### config.mk
export PLATFORM = sky130hd
export DESIGN_NAME = dmem_responder
export DESIGN_NICKNAME = d
export VERILOG_FILES = /design/src/rtl/dmem_responder.sv
export SDC_FILE = /design/constraint.sdc
export NUM_CORES = 2
export LEC_CHECK = 0
export ABC_AREA = 0
export BUFFER_PORTS_ARGS = -buffer_cell sky130_fd_sc_hd__clkbuf_2
export CAP_MARGIN = 0
export CORE_MARGIN = 4
export CORE_UTILIZATION = 53
export CTS_CLUSTER_SIZE = 25
export DETAILED_ROUTE_END_ITERATION = 16
export HOLD_SLACK_MARGIN = 0.15
export PLACE_DENSITY = 0.68
export SYNTH_ARGS = -nofsm -noshare
export SYNTH_HDL_FRONTEND = slang
export SYNTH_SLANG_ARGS = --single-unit
### constraint.sdc
create_clock -name clk -period 12.75 [get_ports clk]
set_input_delay 1.9125 -clock clk [delete_from_list [all_inputs] [get_ports clk]]
set_output_delay 1.9125 -clock clk [all_outputs]
set_load 0.1 [all_outputs]
### src/rtl/dmem_responder.sv
// Multi-cycle data-memory responder: valid/ready request in, LATENCY wait states, valid/ready response out.
// Optional build macro DMEM_BYTE_LANE_EN enables per-byte store lanes from req_be; otherwise stores write the full word.

module dmem_responder #(
    parameter int DEPTH   = 64,
    parameter int LATENCY = 2
) (
    input  logic        clk,
    input  logic        reset,
    input  logic        req_valid,
    output logic        req_ready,
    input  logic        req_we,
    input  logic [31:0] req_addr,
    input  logic [31:0] req_wdata,
    input  logic [3:0]  req_be,
    output logic        rsp_valid,
    input  logic        rsp_ready,
    output logic [31:0] rsp_rdata,
    output logic        rsp_err
);

    // state | meaning
    // IDLE  | ready for a request (req_ready=1)
    // WAIT  | counting wait states down to terminal count 0
    // RESP  | response presented (rsp_valid=1) until rsp_ready

    localparam int IDX_W = (DEPTH > 1) ? $clog2(DEPTH) : 1;
    localparam logic [3:0] LAT_M1 = (LATENCY > 0) ? 4'(LATENCY - 1) : 4'd0;

    typedef enum logic [1:0] {
        IDLE = 2'd0,
        WAIT = 2'd1,
        RESP = 2'd2
    } state_t;

    state_t state, state_nxt;
    logic [3:0] wait_cnt, wait_cnt_nxt;

    logic        lat_we;
    logic [31:0] lat_addr;
    logic [31:0] lat_wdata;
    logic [3:0]  lat_be;

    logic             accept;
    logic             commit;
    logic             src_we;
    logic [31:0]      src_addr;
    logic [31:0]      src_wdata;
    logic [3:0]       src_be;
    logic             src_err;
    logic [IDX_W-1:0] src_idx;
    logic [3:0]       lane_en;
    logic [31:0]      wr_mask;
    logic [31:0]      mem_word;

    logic [31:0] mem [DEPTH];

    assign req_ready = (state == IDLE) & ~reset;
    assign rsp_valid = (state == RESP);
    assign accept    = req_valid & req_ready;

    always_comb begin
        state_nxt    = state;
        wait_cnt_nxt = wait_cnt;
        case (state)
            IDLE: begin
                if (accept) begin
                    if (LATENCY == 0) begin
                        state_nxt = RESP;
                    end else begin
                        state_nxt    = WAIT;
                        wait_cnt_nxt = LAT_M1;
                    end
                end
            end
            WAIT: begin
                if (wait_cnt == 4'd0) begin
                    state_nxt = RESP;
                end else begin
                    wait_cnt_nxt = wait_cnt - 4'd1;
                end
            end
            RESP: begin
                if (rsp_ready) begin
                    state_nxt = IDLE;
                end
            end
            default: begin
                state_nxt = IDLE;
            end
        endcase
    end

    // With zero latency the commit edge is also the accept edge, so the
    // request is taken straight from the ports rather than the latch.
    always_comb begin
        if (state == IDLE) begin
            src_we    = req_we;
            src_addr  = req_addr;
            src_wdata = req_wdata;
            src_be    = req_be;
        end else begin
            src_we    = lat_we;
            src_addr  = lat_addr;
            src_wdata = lat_wdata;
            src_be    = lat_be;
        end
    end

    assign commit   = ~reset & (state != RESP) & (state_nxt == RESP);
    assign src_err  = (src_addr[1:0] != 2'b00) || ({2'b00, src_addr[31:2]} >= 32'(DEPTH));
    assign src_idx  = src_addr[IDX_W+1:2];
    assign mem_word = mem[src_idx];

`ifdef DMEM_BYTE_LANE_EN
    assign lane_en = src_be;
`else
    // All lanes forced on; be is folded in only so the port stays referenced.
    assign lane_en = src_be | 4'hF;
`endif

    assign wr_mask = {{8{lane_en[3]}}, {8{lane_en[2]}}, {8{lane_en[1]}}, {8{lane_en[0]}}};

    always_ff @(posedge clk) begin
        if (commit && src_we && !src_err) begin
            mem[src_idx] <= (mem_word & ~wr_mask) | (src_wdata & wr_mask);
        end
    end

    always_ff @(posedge clk or posedge reset) begin
        if (reset) begin
            state     <= IDLE;
            wait_cnt  <= 4'd0;
            lat_we    <= 1'b0;
            lat_addr  <= 32'd0;
            lat_wdata <= 32'd0;
            lat_be    <= 4'd0;
            rsp_rdata <= 32'd0;
            rsp_err   <= 1'b0;
        end else begin
            state    <= state_nxt;
            wait_cnt <= wait_cnt_nxt;
            if (accept) begin
                lat_we    <= req_we;
                lat_addr  <= req_addr;
                lat_wdata <= req_wdata;
                lat_be    <= req_be;
            end
            if (commit) begin
                rsp_err   <= src_err;
                rsp_rdata <= (src_we || src_err) ? 32'd0 : mem_word;
            end
        end
    end

endmodule

==> Word-level counts from Yosys, hierarchy flattened <==
Memory sizes are Yosys's and may differ from the RTL's.
Cells that the tools add are included.
{ "totals": {"register_bits": 104, "ram_bits": 2048, "inputBits": 73, "output_inout_bits": 35, "word_cells": 44, "mem_count": 1} }
{ "memory_table": {"columns": ["name", "depth", "word_bits", "rd", "rd_clocked_by_memory_dff", "write_ports", "line_no", "text"], "rows": [
  ["mem", 64, 32, 1, 0, 1, "56", "logic [31:0] mem [DEPTH];"]
]} }
{ "classes": {"addsub": 1, "magnitude_cmp": 1, "n_eq_ne": 6, "mux": 13, "bitwise": 5, "n_reduce_logical": 10} }
{ "op_table": {"columns": ["operator", "count"], "rows": [
  ["$mux 32", 3],
  ["$ge 30x7->1 const B", 1],
  ["$mux 4", 2],
  ["$pmux 4 s2", 1],
  ["$mux 2", 3],
  ["$ne 2x2->1 const B", 3],
  ["$pmux 2 s3", 1],
  ["$and 1x1->1", 4],
  ["$eq 2x2->1 const B", 2],
  ["$logic_not 4->1", 1],
  ["$reduce_bool 2->1", 2],
  ["$sub 4x1->4 const B", 1],
  ["$mux 1", 3],
  ["$reduce_and 3->1", 1],
  ["$eq 2x1->1 const B", 1],
  ["$logic_and 1x1->1", 2],
  ["$logic_not 2->1", 1],
  ["$logic_or 1x1->1", 2],
  ["$logic_not 1->1", 1],
  ["$not 1->1", 1]
]} }

==> Longest topological paths before layout <==
{ "depth": {"ltp_word": 11, "mapped_depth": 13, "ltp_nobuf": 8} }

==> Worst setup path after synthesis <==
Ideal clock, no wire load.
{ "synth_timing": {"path_type": "input port to flip-flop", "from": "in reset", "to": "reg lat_wdata[11]", "setup_ns": 0.125, "arrival_time_ns": 5.714, "required_ns": 12.625, "slack_ns": 6.911, "cell_stages": 6, "n_path_buf": 3, "path_cell_list": "inv_1 > and3_1 > clkbuf_1 > clkbuf_1 > clkbuf_1 > mux2_2"} }
{ "synth_between": {"elab_chain_cells": 3} }
{ "synth_rtl": {"columns": ["element", "line_no", "text"], "rows": [
  ["start: declaration", "9", "input logic reset,"],
  ["$not 1->1", "58", "assign req_ready = (state == IDLE) & ~reset;"],
  ["$and 1x1->1", "58", null],
  ["$and 1x1->1", "60", "assign accept = req_valid & req_ready;"],
  ["end signal: assignment", "146", "lat_wdata <= req_wdata;"],
  ["end: declaration", "41", "logic [31:0] lat_wdata;"]
]} }
No other way between the ends.
A chain may end at the register's enable or synchronous reset.

==> Worst setup path after layout <==
{ "layout_timing": {"from": "in req_addr[4]", "to": "mem mem[58][1] (enable)"} }
{ "layout_between": {"elab_chain_cells": 7} }
{ "layout_rtl": {"columns": ["element", "line_no", "text"], "rows": [
  ["start: declaration", "13", "input logic [31:0] req_addr,"],
  ["$mux 32 (*)", "97", "if (state == IDLE) begin"],
  ["$ge 30x7->1", "111", "assign src_err = (src_addr[1:0] != 2'b00) || ({2'b00, src_addr[31:2]} >= 32'(DEPTH));"],
  ["$logic_or 1x1->1", "111", null],
  ["$logic_not 1->1", "125", "if (commit && src_we && !src_err) begin"],
  ["$logic_and 1x1->1", "125", null],
  ["$mux 1", "125", null],
  ["$mux 1 (not written as such)", "126", "mem[src_idx] <= (mem_word & ~wr_mask) | (src_wdata & wr_mask);"],
  ["end: declaration", "56", null]
]} }
Mark *: on every way between the ends. The rest lies on a longest branch, timed or not.

==> out/metrics.cfg <==
[synth]
synth_cell_type_count=69
synth_top_area_share_pct=75.3
synth_edf_count=2048
synthesis.nets=5498
synth_top_flop_cell=edfxtp_1
ys_ff_latch=2152
synth_area_leaders=edfxtp_1, nand2_1, dfrtp_1
synth_most_common_cell=edfxtp_1
avgSynthCellArea_sq_um=15.1
yosysTopAreaCell=edfxtp_1
synth_area_sq_mm=0.0816
seq_area_frac_synth_pct=78.5
synth_cells=5423
synth_warnings=0
synth-async-reset-ratio_pct=4.83
synth_common_cells=edfxtp_1, nand2_1, o22ai_1, a21oi_1, nand3_1

[setup_path]
slowest_delay_ns=1.21
crit_arrival_ns=6.64
required_ns=13.22
crit_type=in -> reg
worstPathCellList=clkbuf_2 -> or3b_2 -> nand2_4 -> buf_12 -> nor2_1 -> nand2_1 -> nor2_4 -> buf_4
endpoint_kind=register
ff2ff_path_depth=8
critPathSlowestCell=nor2_4
start_kind=primary input
worstPathMaxFanout=128

[sta]
max_freq_ghz=0.162
hold_viol=0
slew_viol_final=0
slew_headroom_pct=10.5
fin_crit_sh_pct=48.4
whs_ns=0.504
finClkSkew_ns=0.0390
rsz0062_at_grt=false
tns_ns=0
setup_viol=0
finalCriticalPeriod_ns=6.17
worst_slew_pin_slew_ns=1.34

[global_route]
grt_remaining_overflow=0
first_global_vias=50500
busiest_layer=met2
use_met3_pct=9.92
grt_pass1_wl_microns=383000
grt_max_degree=142
antenna_found_initial=11
gr-usage-met2_pct=49.1
track_usage_pct=33.6
grt_util_met1_pct=46.7

[clock_network]
cts_resized=0
cts_root_buf=clkbuf_16
cts_setup_buffers=0
cts_tree=yes
cts_sinks=2152
cts.hold.buffers_added=0
clock_latency_ns=0.85
numCtsBuffers=204
cts_max_level=4
cts.path.max_buffers=3
clk_pin_slew_ns=0.06

[cells_and_area]
layout.nets=5624
layout-drive-gt1-share_pct=13.1
finalInstanceArea_sq_mm=0.0917
instances_no_fill=7764
area_growth_pct=12.4

[run]
drv_cap=0

[detailed_routing]
drc=0
drtPass1Iterations=8
final_antenna_net_count=0
viasPerCell=6.94
drt_wl_total_microns=275000
wl_per_cell_microns=35.4
dr_total_vias=53900
drt_iter0_drc=9682

[place]
dpl.hpwl_microns=145000
portBuffers=103
gp_congestion=0.886
place_inst=7373
placed_area_sq_mm=0.0853

[power]
leakage_nw=30.0
p_per_area_mw_per_mm2=250
irDropWorstVdd_mv=0.252
power_mw=22.9

[die]
initial_core_util_pct=53.5
dieWidth_microns=400
io_pins=108
coreArea_sq_mm=0.152
dieArea_sq_mm=0.160
die_h_microns=400
rows=143

[min_path]
hp-class=reg -> reg
hold_path_depth=1

[outcome]
status=finished, final reports clean

-- metrics by stage --
stage               setup WS (ns)  util [%]
global placement             6.04      56.0
CTS                          6.84      60.1
detailed placement           5.95      56.0
floorplan                    6.91         -
finish                       6.58      60.2
global route                 6.64      60.1
-- cells by family (layout without fill, tap and decap cells) --
family | after synthesis | after routing | share of synthesized area, %
other | 0 | 15 | 0
DFF | 2152 | 2152 | 78.5
muxes | 141 | 141 | 1.84
adders and majority gates | 2 | 2 | 0.0307
buffers and inverters | 354 | 650 | 1.80
xor gates and xnor gates | 2 | 2 | 0.0215
and+or+nand+nor | 1662 | 1662 | 8.50
AOI/OAI and AO/OA | 1110 | 1110 | 9.28
-- flip-flops by register name, summed over array words and instances, names as in the netlist --
signal	count
lat_we	1
state	2
rsp_rdata	32
lat_addr	32
wait_cnt	4
rsp_err	1
mem	2048
lat_wdata	32
-- cell usage in the layout, fill, tap and decap left out, types with 33 or more instances in the layout --
cell type and count:
clkbuf_16 207, buf_4 159, clkinv_1 46, mux2_2 68
a32oi_1 132, a32o_1 60, a31oi_1 109, a21oi_1 232
nor2_4 66, mux2i_1 69, nand2_1 1028, edfxtp_1 2048
nand3_1 212, dfrtp_1 104, nor2_1 142, clkbuf_2 103
nor3_1 36, o22ai_1 352, nor4_1 53, clkbuf_1 52
a211oi_1 35, clkinv_2 33
-- where the power goes --
| part | internal, mW | switching [mW] | total [mW] |
|---|---|---|---|
| clock network | 3.24 | 2.64 | 5.88 |
| logic | 1.62 | 5.97 | 7.60 |
| registers | 9.31 | 0.122 | 9.43 |
-- final cells by class --
class | count | area, sq um
Antenna cell | 15 | 37.5
Fill cell | 11300 | 60700
Sequential cell | 2152 | 64100
Tap cell | 2030 | 2540
Clock inverter | 104 | 823
Multi-Input combinational cell | 2917 | 16800
Inverter | 7 | 31.3
Timing Repair Buffer | 267 | 1810
Clock buffer | 272 | 5550
-- worst max-delay path: cells and delay by family --
| kind | cells | cell delay, ns |
|---|---|---|
| simple gates | 5 | 3.37 |
| buf+inv | 3 | 1.18 |
-- final timing paths --
kind	startpoint	to	slack (ns)
max in group asynchronous	reset	rsp_rdata[20]	10.10
min in group asynchronous	reset	lat_wdata[30]	1.30
min	rsp_err	rsp_err	0.50
max reg2reg	state[1]	mem[58][1]	7.21
min reg2reg	rsp_err	rsp_err	0.50
max	req_addr[4]	mem[58][1]	6.58
-- layer usage --
metal	share of wire (%)	wire (microns)	vias to the layer above
li1	-	-	21400
met5	0.055	151	-
met4	5.4	14900	12
met2	44	120000	4821
met3	16	42600	838
met1	35	96600	26800
Note: power is estimated with default switching activity, not from simulation.
